**config.mk**
```make
export PLATFORM = sky130hd
export DESIGN_NAME = gate_truth_table_sequencer_flat
export DESIGN_NICKNAME = d
export VERILOG_FILES = /design/src/rtl/gate_truth_table_sequencer_if.sv /design/src/rtl/gate_truth_table_sequencer.sv /design/src/flat_wrapper.sv
export SDC_FILE = /design/constraint.sdc
export NUM_CORES = 1
export LEC_CHECK = 0
export CAP_MARGIN = 0
export CORE_MARGIN = 3
export CORE_UTILIZATION = 50
export CTS_CLUSTER_DIAMETER = 80
export CTS_CLUSTER_SIZE = 24
export DETAILED_ROUTE_END_ITERATION = 16
export DONT_BUFFER_PORTS = 1
export HOLD_SLACK_MARGIN = 0.08
export PLACE_DENSITY = 0.74
export SYNTH_ARGS = -nofsm -noshare
export SYNTH_HDL_FRONTEND = slang
export SYNTH_SLANG_ARGS = --single-unit
```
**constraint.sdc**
```tcl
create_clock -name clk -period 2.52 [get_ports clk]
set_clock_uncertainty 0.1 [all_clocks]
set_input_delay 0.126 -clock clk [delete_from_list [all_inputs] [get_ports clk]]
set_output_delay 0.126 -clock clk [all_outputs]
set_load 0.01 [all_outputs]
```
**src/rtl/gate_truth_table_sequencer_if.sv**
```systemverilog
// Bundle between the truth-table sequencer and its environment: run control,
// gate-unit stimulus/response and the captured results.
interface gate_truth_table_sequencer_if;
  logic        start;
  logic [5:0]  y_in;
  logic        gate_a;
  logic        gate_b;
  logic        busy;
  logic        done;
  logic        pass;
  logic [5:0]  fail_mask;
  logic [23:0] table_out;

  modport master (
    output start, y_in,
    input  gate_a, gate_b, busy, done, pass, fail_mask, table_out
  );

  modport slave (
    input  start, y_in,
    output gate_a, gate_b, busy, done, pass, fail_mask, table_out
  );
endinterface

```
**src/rtl/gate_truth_table_sequencer.sv**
```systemverilog
// Self-test sequencer for the two-input gate unit: sweeps {a,b} through 00..11,
// captures the six gate outputs per vector and checks them against a golden table.
module gate_truth_table_sequencer #(
  parameter int unsigned SETTLE_CYCLES = 2,
  parameter logic [23:0] EXPECTED      = 24'h8D65AC
) (
  input logic                          clk,
  input logic                          rst_n,
  gate_truth_table_sequencer_if.slave  bus
);
  localparam int unsigned CNT_W = 8;
  localparam int unsigned K_W   = 2;
  localparam int unsigned Y_W   = 6;
  localparam int unsigned TBL_W = 24;
  localparam int unsigned NVEC  = 4;
  localparam logic [CNT_W-1:0] CNT_LAST = CNT_W'(SETTLE_CYCLES - 1);
  localparam logic [K_W-1:0]   K_LAST   = K_W'(NVEC - 1);

  typedef enum logic [1:0] {IDLE, SETTLE, CHECK} state_e;

  state_e             state_q, state_d;
  logic [K_W-1:0]     k_q, k_d;
  logic [CNT_W-1:0]   cnt_q, cnt_d;
  logic [TBL_W-1:0]   table_q, table_d;
  logic [Y_W-1:0]     fail_q, fail_d;
  logic               pass_q, pass_d;
  logic               done_q, done_d;
  logic               busy_q, busy_d;
  logic               gate_a_q, gate_a_d;
  logic               gate_b_q, gate_b_d;
  logic               capture_c;
  logic [Y_W-1:0]     mismatch_c;

  assign capture_c = (state_q == SETTLE) && (cnt_q == CNT_LAST);

  // State register and all datapath flops
  always_ff @(posedge clk or negedge rst_n) begin
    if (!rst_n) begin
      state_q  <= IDLE;
      k_q      <= '0;
      cnt_q    <= '0;
      table_q  <= '0;
      fail_q   <= '0;
      pass_q   <= 1'b0;
      done_q   <= 1'b0;
      busy_q   <= 1'b0;
      gate_a_q <= 1'b0;
      gate_b_q <= 1'b0;
    end else begin
      state_q  <= state_d;
      k_q      <= k_d;
      cnt_q    <= cnt_d;
      table_q  <= table_d;
      fail_q   <= fail_d;
      pass_q   <= pass_d;
      done_q   <= done_d;
      busy_q   <= busy_d;
      gate_a_q <= gate_a_d;
      gate_b_q <= gate_b_d;
    end
  end

  // Next-state logic
  always_comb begin
    state_d = state_q;
    case (state_q)
      IDLE:    if (bus.start) state_d = SETTLE;
      SETTLE:  if (capture_c && (k_q == K_LAST)) state_d = CHECK;
      CHECK:   state_d = IDLE;
      default: state_d = IDLE;
    endcase
  end

  // Per-gate mismatch accumulated over all four captured vectors
  always_comb begin
    mismatch_c = '0;
    for (int unsigned i = 0; i < NVEC; i++) begin
      mismatch_c = mismatch_c | (table_q[i*Y_W +: Y_W] ^ EXPECTED[i*Y_W +: Y_W]);
    end
  end

  // Output and datapath next values
  always_comb begin
    k_d     = k_q;
    cnt_d   = cnt_q;
    table_d = table_q;
    fail_d  = fail_q;
    pass_d  = pass_q;
    done_d  = 1'b0;
    busy_d  = busy_q;
    case (state_q)
      IDLE: begin
        busy_d = 1'b0;
        if (bus.start) begin
          k_d     = '0;
          cnt_d   = '0;
          table_d = '0;
          fail_d  = '0;
          pass_d  = 1'b0;
          busy_d  = 1'b1;
        end
      end
      SETTLE: begin
        cnt_d = cnt_q + CNT_W'(1);
        if (capture_c) begin
          cnt_d = '0;
          for (int unsigned i = 0; i < NVEC; i++) begin
            if (k_q == K_W'(i)) table_d[i*Y_W +: Y_W] = bus.y_in;
          end
          if (k_q != K_LAST) k_d = k_q + K_W'(1);
        end
      end
      CHECK: begin
        fail_d = mismatch_c;
        pass_d = (mismatch_c == '0);
        done_d = 1'b1;
        busy_d = 1'b0;
      end
      default: ;
    endcase
    // Stimulus follows the vector index while a run is active, parks at 00 otherwise
    {gate_a_d, gate_b_d} = (state_d == IDLE) ? 2'b00 : k_d;
  end

  assign bus.gate_a    = gate_a_q;
  assign bus.gate_b    = gate_b_q;
  assign bus.busy      = busy_q;
  assign bus.done      = done_q;
  assign bus.pass      = pass_q;
  assign bus.fail_mask = fail_q;
  assign bus.table_out = table_q;
endmodule

```
**src/flat_wrapper.sv**
```systemverilog
// flat-port wrapper written by rule: the top's interface ports become plain ports
module gate_truth_table_sequencer_flat 
#(
  parameter int unsigned SETTLE_CYCLES = 2,
  parameter logic [23:0] EXPECTED      = 24'h8D65AC
)
  (clk, rst_n, bus_start, bus_y_in, bus_gate_a, bus_gate_b, bus_busy, bus_done, bus_pass, bus_fail_mask, bus_table_out);
  gate_truth_table_sequencer_if bus_i ();
  input logic clk;
  input logic rst_n;
  input wire logic [$bits(bus_i.start)-1:0] bus_start;
  input wire logic [$bits(bus_i.y_in)-1:0] bus_y_in;
  output wire logic [$bits(bus_i.gate_a)-1:0] bus_gate_a;
  output wire logic [$bits(bus_i.gate_b)-1:0] bus_gate_b;
  output wire logic [$bits(bus_i.busy)-1:0] bus_busy;
  output wire logic [$bits(bus_i.done)-1:0] bus_done;
  output wire logic [$bits(bus_i.pass)-1:0] bus_pass;
  output wire logic [$bits(bus_i.fail_mask)-1:0] bus_fail_mask;
  output wire logic [$bits(bus_i.table_out)-1:0] bus_table_out;
  assign bus_i.start = bus_start;
  assign bus_i.y_in = bus_y_in;
  assign bus_gate_a = bus_i.gate_a;
  assign bus_gate_b = bus_i.gate_b;
  assign bus_busy = bus_i.busy;
  assign bus_done = bus_i.done;
  assign bus_pass = bus_i.pass;
  assign bus_fail_mask = bus_i.fail_mask;
  assign bus_table_out = bus_i.table_out;
  gate_truth_table_sequencer #(.SETTLE_CYCLES(SETTLE_CYCLES), .EXPECTED(EXPECTED)) u_core (.clk(clk), .rst_n(rst_n), .bus(bus_i));
endmodule
```
* Yosys cells after proc, flatten, opt, wreduce, memory -nomap -nowiden
Index checks and enable logic that the tools add are counted.
** Cells by class
- Bitwise gates (word level) :: 7
- Reduce and logical (&&, ||, !) cells :: 14
- Muxes and demuxes :: 25
- Equality and inequality tests :: 13
- $add $sub $neg :: 2
** Operator list (count)
- $mux 24 :: 2
- $pmux 24 s2 :: 1
- $mux 6 :: 5
- $or 6x6->6 :: 3
- $mux 8 :: 2
- $pmux 8 s2 :: 1
- $reduce_and 4->1 :: 4
- $mux 2 :: 6
- $ne 2x2->1 const B :: 6
- $not 3->3 :: 4
- $pmux 6 s2 :: 1
- $add 8x1->8 const B :: 1
- $eq 8x1->1 const B :: 1
- $pmux 2 s2 :: 2
- $eq 2x2->1 const B :: 3
- $logic_not 2->1 :: 3
- $logic_not 6->1 :: 1
- $eq 2x1->1 const B :: 2
- $pmux 1 s2 :: 2
- $reduce_and 2->1 :: 2
- $reduce_bool 2->1 :: 2
- $mux 1 :: 3
- $add 2x1->2 const B :: 1
- $logic_and 1x1->1 :: 2
- $ne 2x1->1 const B :: 1
** Word-level totals
- Output and inout port bits :: 35
- Bits in registers :: 47
- Bits of input ports :: 9

* Longest topological paths before layout
Gate-level depths: netlist of run 1.
- Depth in word-level cells :: 7
- Depth in mapped cells :: 7

* Worst setup path after synthesis of run 1
Ideal clock, no wire load.
- Path kind :: flip-flop to flip-flop
- From :: register u_core.cnt_q[1]
- To :: register u_core.table_q[11] (netlist: u_core.bus.table_out[11])
- Slack :: 579 ps
- Setup time :: 122 ps
- Clock period less this slack :: 1941 ps
- Buffers on the path :: 0
- Arrival :: 1719 ps
- Stages on the path, launching flop included :: 7
- Data required time :: 2298 ps
- Cell sequence :: dfrtp_1 -> inv_1 -> ha_1 -> or4b_4 -> nor3b_4 -> o21ai_2 -> a32o_1
** On the way
- Word-level cells in the longest chain between the ends :: 4
** Ends and longest elaborated chain
- start: declaration :: line gate_truth_table_sequencer.sv:23 : logic [CNT_W-1:0] cnt_q, cnt_d;
- start signal: assignment :: line gate_truth_table_sequencer.sv:52 : cnt_q <= cnt_d;
- $eq 8x1->1 :: line gate_truth_table_sequencer.sv:34 : assign capture_c = (state_q == SETTLE) && (cnt_q == CNT_LAST);
- $logic_and 1x1->1 :: line gate_truth_table_sequencer.sv:34
- $ne 2x1->1 (no source line)
- $reduce_and 4->1 (no source line)
- end signal: assignment :: line gate_truth_table_sequencer.sv:53 : table_q <= table_d;
- end: declaration :: line gate_truth_table_sequencer.sv:24 : logic [TBL_W-1:0] table_q, table_d;
No other way between the ends.
A chain may end at the register's enable or synchronous reset.

* Worst setup path after layout of run 1
- From :: register u_core.cnt_q[1]
- To :: register u_core.cnt_q[2]
** On the way
- Word-level cells in the longest chain between the ends :: 4
- Elaborated cells on any way between the ends :: 5
** Ends and longest elaborated chain
- branches (longest 2 deep; another with $add 8x1->8)
- $mux 8 (*) :: line gate_truth_table_sequencer.sv:105 : if (capture_c) begin
- $pmux 8 s2 (*) :: line gate_truth_table_sequencer.sv:91 : case (state_q)
Every way passes the cells marked *.

==> flow_summary.json, run 1 <==
{
  "seq_area_frac_synth": 0.5778,
  "place_hpwl_microns": 3273,
  "relSlewSlack": 0.6074,
  "rsz0062_at_grt": "no",
  "drive_above_1_share": 0.07729,
  "first_iter_violations": 218,
  "power.leakage_nw": 1.054,
  "num_vias": 1598,
  "crit_path_start_kind": "register",
  "rows": 22,
  "fp.dieW_microns": 69.81,
  "place_area_sq_um": 2103,
  "crit_required_ns": 2.61,
  "area_growth_pct": 13.83,
  "final_core_util": 0.6100,
  "cts-htree-levels": 2,
  "cts_tree": "done",
  "clk_pin_slew_ns": 0.09,
  "mostFrequentLayoutCell": "dfrtp_1",
  "synth_edf_count": 0,
  "totalPowerFinal_mw": 2.592,
  "num_antenna_cells": 0,
  "ys_warn_count": 0,
  "wl_met2_microns": 2165,
  "cp_max_fo": 7,
  "drv_slew": 0,
  "clk_path_buf_depth": 2,
  "grt_pass1_wl_microns": 7686,
  "synth.ff_latch_count": 47,
  "status": "finished clean",
  "critPathKind": "register to register",
  "clk_latency_ns": 0.30,
  "routed_wl_microns": 4693,
  "placed_cells": 239,
  "wl_met3_microns": 448,
  "syn_inst": 193,
  "post-route-drc-count": 0,
  "die_h_microns": 69.81,
  "die_area_sq_um": 4873,
  "grt_max_degree": 48,
  "wire_per_inst_microns": 18.40,
  "clock-root-buffer": "clkbuf_8",
  "io_pins": 44,
  "holdWs_ns": 0.08758,
  "synth_area_per_cell_sq_um": 10.55,
  "fin_crit_ns": 2.148,
  "cp-end-kind": "register",
  "io_buffers": 0,
  "peakVddDrop_mv": 0.4891,
  "fin_setup_tns_ns": 0,
  "final_cell_mix": "dfrtp_1, o21ai_0, nand2_1",
  "cap_violations": 0,
  "mappedNetlistNets": 204,
  "grt_usage": 0.2001,
  "nets": 218,
  "pre_cts_ws_ns": 0.3946,
  "ant_nets": 0,
  "syn_area_sq_um": 2036,
  "powerDensity_nw_per_um2": 1119,
  "synthFlopType": "dfrtp_1",
  "via_per_inst": 6.267,
  "first_pass_iters": 4,
  "finalSetupViolCount": 0,
  "async_reset_ff_frac": 1.000,
  "cts_inserted_buffers": 5,
  "finalCritPeriodShare": 0.8522,
  "clkSinkCount": 47,
  "antenna_found_initial": 0,
  "met1Wirelength_microns": 2029,
  "final_cells": 255,
  "worst_pin_slew_ns": 0.5810,
  "worstPathArrival_ns": 2.24,
  "hp-class": "input pin to register",
  "final.setup.worst_slack_ns": 0.3724,
  "grt_pass1_vias": 1523,
  "fin_area_sq_um": 2317,
  "grt_overflow": 0,
  "gp_congestion": 0.8787,
  "post-cts-setup-buffers": 0,
  "start_util": 0.5359,
  "yosysUniqueCellTypes": 36,
  "max_freq_ghz": 0.4656,
  "top_layer": "met4",
  "core_area_sq_um": 3799,
  "hold_viol": 0
}
[path summary, 6_finish.rpt]
| path | slack [ns] | to | start | depth (start not counted) |
|---|---|---|---|---|
| worst min register to register | 0.45 | u_core.bus.fail_mask[1] | u_core.bus.fail_mask[1] | 2 |
| worst max-delay path | 0.37 | u_core.cnt_q[2] | u_core.cnt_q[1] | 6 |
| worst min-delay path | 0.09 | u_core.bus.fail_mask[0] | bus_start | 3 |
| min in group asynchronous | 0.23 | u_core.bus.fail_mask[2] | rst_n | 2 |
| max in group asynchronous | 1.89 | u_core.bus.table_out[2] | rst_n | 2 |
| worst max register to register | 0.37 | u_core.cnt_q[2] | u_core.cnt_q[1] | 6 |
[critical path, stage by stage (launching register included)]
cell     delay, ns
dfrtp_1       0.42
inv_1         0.09
ha_1          0.16
or4b_4        0.50
o21ai_1       0.41
o21ai_0       0.17
a21o_1        0.20
[registers in the layout, indices dropped and copies added, names as in the netlist]
register,flops
u_core.bus.gate_a,1
u_core.bus.busy,1
u_core.k_q,2
u_core.cnt_q,8
u_core.bus.fail_mask,6
u_core.bus.done,1
u_core.bus.table_out,24
u_core.bus.gate_b,1
u_core.bus.pass,1
u_core.state_q,2
[Yosys cell counts (2+ instances only)]
| master | count | area, sq um |
|---|---|---|
| o21bai_1 | 2 | 15.01 |
| nor2_1 | 4 | 15.01 |
| o2bb2ai_1 | 6 | 52.55 |
| o21ai_1 | 2 | 10.01 |
| nor3_1 | 2 | 10.01 |
| and4b_1 | 2 | 20.02 |
| nor4b_1 | 5 | 43.79 |
| nand2b_1 | 2 | 12.51 |
| inv_1 | 11 | 41.29 |
| dfrtp_1 | 47 | 1176 |
| nor4bb_1 | 2 | 20.02 |
| nand3_1 | 16 | 80.08 |
| or3_1 | 2 | 12.51 |
| ha_1 | 2 | 25.02 |
| clkbuf_1 | 6 | 22.52 |
| a32o_1 | 6 | 60.06 |
| nor2b_1 | 2 | 12.51 |
| nand2_1 | 21 | 78.83 |
| nand4_1 | 4 | 25.02 |
| a21oi_1 | 8 | 40.04 |
| o21ai_0 | 25 | 125.1 |
| o22ai_1 | 2 | 12.51 |
[timing repair]
| item | CTS | global route |
|---|---|---|
| hold endpoints to repair | 72 | 0 |
| gates resized for setup | 0 | 0 |
| hold buffers | 9 | 0 |
[power by group]
part           total [mW]  internal (mW)  switching (mW)
registers            1.43           1.03           0.399
logic               0.625          0.287           0.337
clock network       0.534          0.290           0.245
total                2.59           1.61           0.981
[metal layers]
metal / track usage / vias up
li1: - / 730
met1: 0.2733 / 795
met2: 0.3054 / 65
met3: 0.05942 / 8
met4: 0.06596 / 0
met5: 0 / -
[kinds of logic (layout without fill, tap and decap cells)]
| logic type | count (synthesis) | after routing | synth area share |
|---|---|---|---|
| AND/OR/NAND/NOR | 69 | 69 | 0.1961 |
| AO/OA/AOI/OAI | 57 | 57 | 0.1782 |
| flip-flops | 47 | 47 | 0.5778 |
| buffers and inverters | 17 | 31 | 0.03135 |
| adder cells (fa/ha/maj) | 2 | 2 | 0.01229 |
| XOR/XNOR | 1 | 1 | 0.004303 |
[layout make-up]
class                   count  area, sq um
multi-input cells         129        795.8
repair buffers             13        137.6
fillers                   320         1481
clock buffers               5        68.82
flip-flops and latches     47         1176
inverters                  11        41.29
well taps                  48        60.06
clock inverters             2        37.54
No activity file was read; power rests on OpenSTA's default activity.
==> inputs of run 2 (changes only) <==
--- a/config.mk
+++ b/config.mk
@@ -5,6 +5,7 @@
 export SDC_FILE = /design/constraint.sdc
 export NUM_CORES = 1
 export LEC_CHECK = 0
+export ABC_AREA = 1
 export CAP_MARGIN = 0
 export CORE_MARGIN = 3
 export CORE_UTILIZATION = 50
==> run 2 against run 1 <==
Effect of this change:
- setup slack better by 0.36 ns
- worst hold slack gained 0.029 ns
- final cell count increased by 27%
- die area up 9.9%
- critical endpoint is now u_core.bus.table_out[2]
- highest routed layer unchanged
- critical path depth rose by 3
==> flow_summary.json, run 2 <==
{
  "status": "finished clean",
  "largest_register_ffs": 24,
  "rsz0062_at_grt": "no",
  "crit_required_ns": 2.62,
  "synthFlopType": "dfrtp_1",
  "crit_path_start_kind": "register",
  "power.leakage_nw": 1.246,
  "cp_cell_sequence": "inv_1, ha_1, nand2_1, nor2_1, nand2_1, nand2_4, nand3_2, nand2_1, nand2_1",
  "clk_latency_ns": 0.31,
  "grt_pass1_wl_microns": 8763,
  "clkSinkCount": 47,
  "hold_viol": 0,
  "cp_num_buf_inv": 1,
  "finalSetupViolCount": 0,
  "clk_path_buf_depth": 2,
  "totalPowerFinal_mw": 3.082,
  "critPathKind": "register to register",
  "fin_setup_tns_ns": 0,
  "fp.dieW_microns": 73.17,
  "rows": 23,
  "drive_above_1_share": 0.1209,
  "hp-class": "input pin to register",
  "synthTopCellsByArea": "dfrtp_1, nand2_1, nand4_1",
  "grt_pass1_vias": 1754,
  "pre_cts_ws_ns": 0.7545,
  "async_reset_ff_frac": 1.000,
  "seq_area_frac_synth": 0.5214,
  "cp_slowest_stage_delay_ns": 0.41,
  "num_antenna_cells": 0,
  "post-synth-top-area-fraction": 0.5214,
  "holdWs_ns": 0.1166,
  "grt_overflow": 0,
  "wire_per_inst_microns": 15.63,
  "crit_slowest_cell": "dfrtp_1",
  "clk_pin_slew_ns": 0.09,
  "relSlewSlack": 0.6462,
  "fin_crit_ns": 1.791,
  "via_per_inst": 5.619,
  "syn_inst": 263,
  "grt_max_degree": 48,
  "cap_violations": 0,
  "mappedNetlistNets": 274,
  "path_delay_family": "simple AND/OR/NAND/NOR gates",
  "area_growth_pct": 8.874,
  "worst_pin_slew_ns": 0.5288,
  "first_iter_violations": 197,
  "mostFrequentLayoutCell": "nand2_1",
  "peakVddDrop_mv": 0.6296,
  "core_area_sq_um": 4173,
  "gp_congestion": 0.8613,
  "cts_inserted_buffers": 5,
  "yosys.cell_count.top_type": "nand2_1",
  "final_cells": 323,
  "syn_area_sq_um": 2256,
  "powerDensity_nw_per_um2": 1255,
  "place_hpwl_microns": 3597,
  "synth_area_leader_cell": "dfrtp_1",
  "cpMostUsedCell": "nand2_1",
  "nets": 283,
  "num_vias": 1815,
  "start_util": 0.5406,
  "cts-htree-levels": 2,
  "clock-root-buffer": "clkbuf_8",
  "place_area_sq_um": 2266,
  "io_pins": 44,
  "final.setup.worst_slack_ns": 0.7286,
  "max_freq_ghz": 0.5582,
  "die_area_sq_um": 5354,
  "ys_warn_count": 0,
  "synth.ff_latch_count": 47,
  "worstPathArrival_ns": 1.89,
  "synth_common_cells": "nand2_1, dfrtp_1, nand4_1",
  "first_pass_iters": 5,
  "placed_cells": 307,
  "cp_max_fo": 25,
  "yosysUniqueCellTypes": 28,
  "fin_area_sq_um": 2456,
  "drv_slew": 0,
  "routed_wl_microns": 5050,
  "finalCritPeriodShare": 0.7109,
  "ant_nets": 0,
  "io_buffers": 0,
  "synth_edf_count": 0,
  "cts_tree": "done",
  "cp-end-kind": "register",
  "post-route-drc-count": 0,
  "synth_area_per_cell_sq_um": 8.578,
  "final_core_util": 0.5886,
  "antenna_found_initial": 0,
  "die_h_microns": 73.17,
  "grt_usage": 0.2127,
  "final_cell_mix": "nand2_1, dfrtp_1, nand4_1"
}
## run 2: cell count changes after synthesis, sizes merged, moves of 3 or more
cell,delta
o21ai,-15
nor4b,-5
a32o,-6
nand2,+65
nand4,+22
o2bb2ai,-6
inv,+14
clkbuf,-6
nor2,+14
a21oi,-6
buf,+9
nand3,+5
xor2,+3
## run 2: where the power goes
group / total, mW / internal [mW] / switching, mW
clock: 0.469 / 0.199 / 0.270
sequential: 1.49 / 1.07 / 0.421
combinational: 1.12 / 0.369 / 0.755
total: 3.08 / 1.64 / 1.45
## run 2: worst paths after layout
path	startpoint	endpoint	slack, ns	cells past startpoint
max in group asynchronous	rst_n	u_core.bus.table_out[22]	1.89	2
min reg2reg	u_core.state_q[0]	u_core.bus.done	0.42	1
min	bus_start	u_core.bus.busy	0.12	3
max reg2reg	u_core.cnt_q[1]	u_core.bus.table_out[2]	0.73	9
max	u_core.cnt_q[1]	u_core.bus.table_out[2]	0.73	9
min in group asynchronous	rst_n	u_core.bus.table_out[8]	0.23	2
## run 2: worst min-delay path, stage by stage
cell	delay [ns]
nand3_1	0.09
buf_4	0.20
nand2_1	0.06
## run 2: cell families after synthesis
group | synth area share
AND/OR/NAND/NOR | 0.3311
AO/OA/AOI/OAI | 0.04991
adder cells (fa/ha/maj) | 0.01109
flip-flops | 0.5214
buffers and inverters | 0.07487
XOR/XNOR | 0.01165
## run 2: timing repair
action	CTS	global route
resized for setup	0	0
hold buffers	8	0
hold endpoints to repair	71	0
buffers inserted	0	0
## run 2: final cells by class
type                       instances  area (sq um)
sequential                        47          1176
clock buffer                       5         68.82
clock inverter                     3         23.77
fill                             344          1717
multi-input combinational        182         910.9
inverter                          25         93.84
timing repair buffer              11         120.1
tap                               50         62.56
## run 2: routing by layer
| layer | global-route usage | up-vias | wire [microns] |
|---|---|---|---|
| met5 | 0 | - | 0 |
| met4 | 0.07377 | 0 | 72 |
| met3 | 0.05923 | 7 | 512 |
| met2 | 0.3029 | 87 | 2220 |
| met1 | 0.3099 | 827 | 2244 |
| li1 | - | 894 | - |
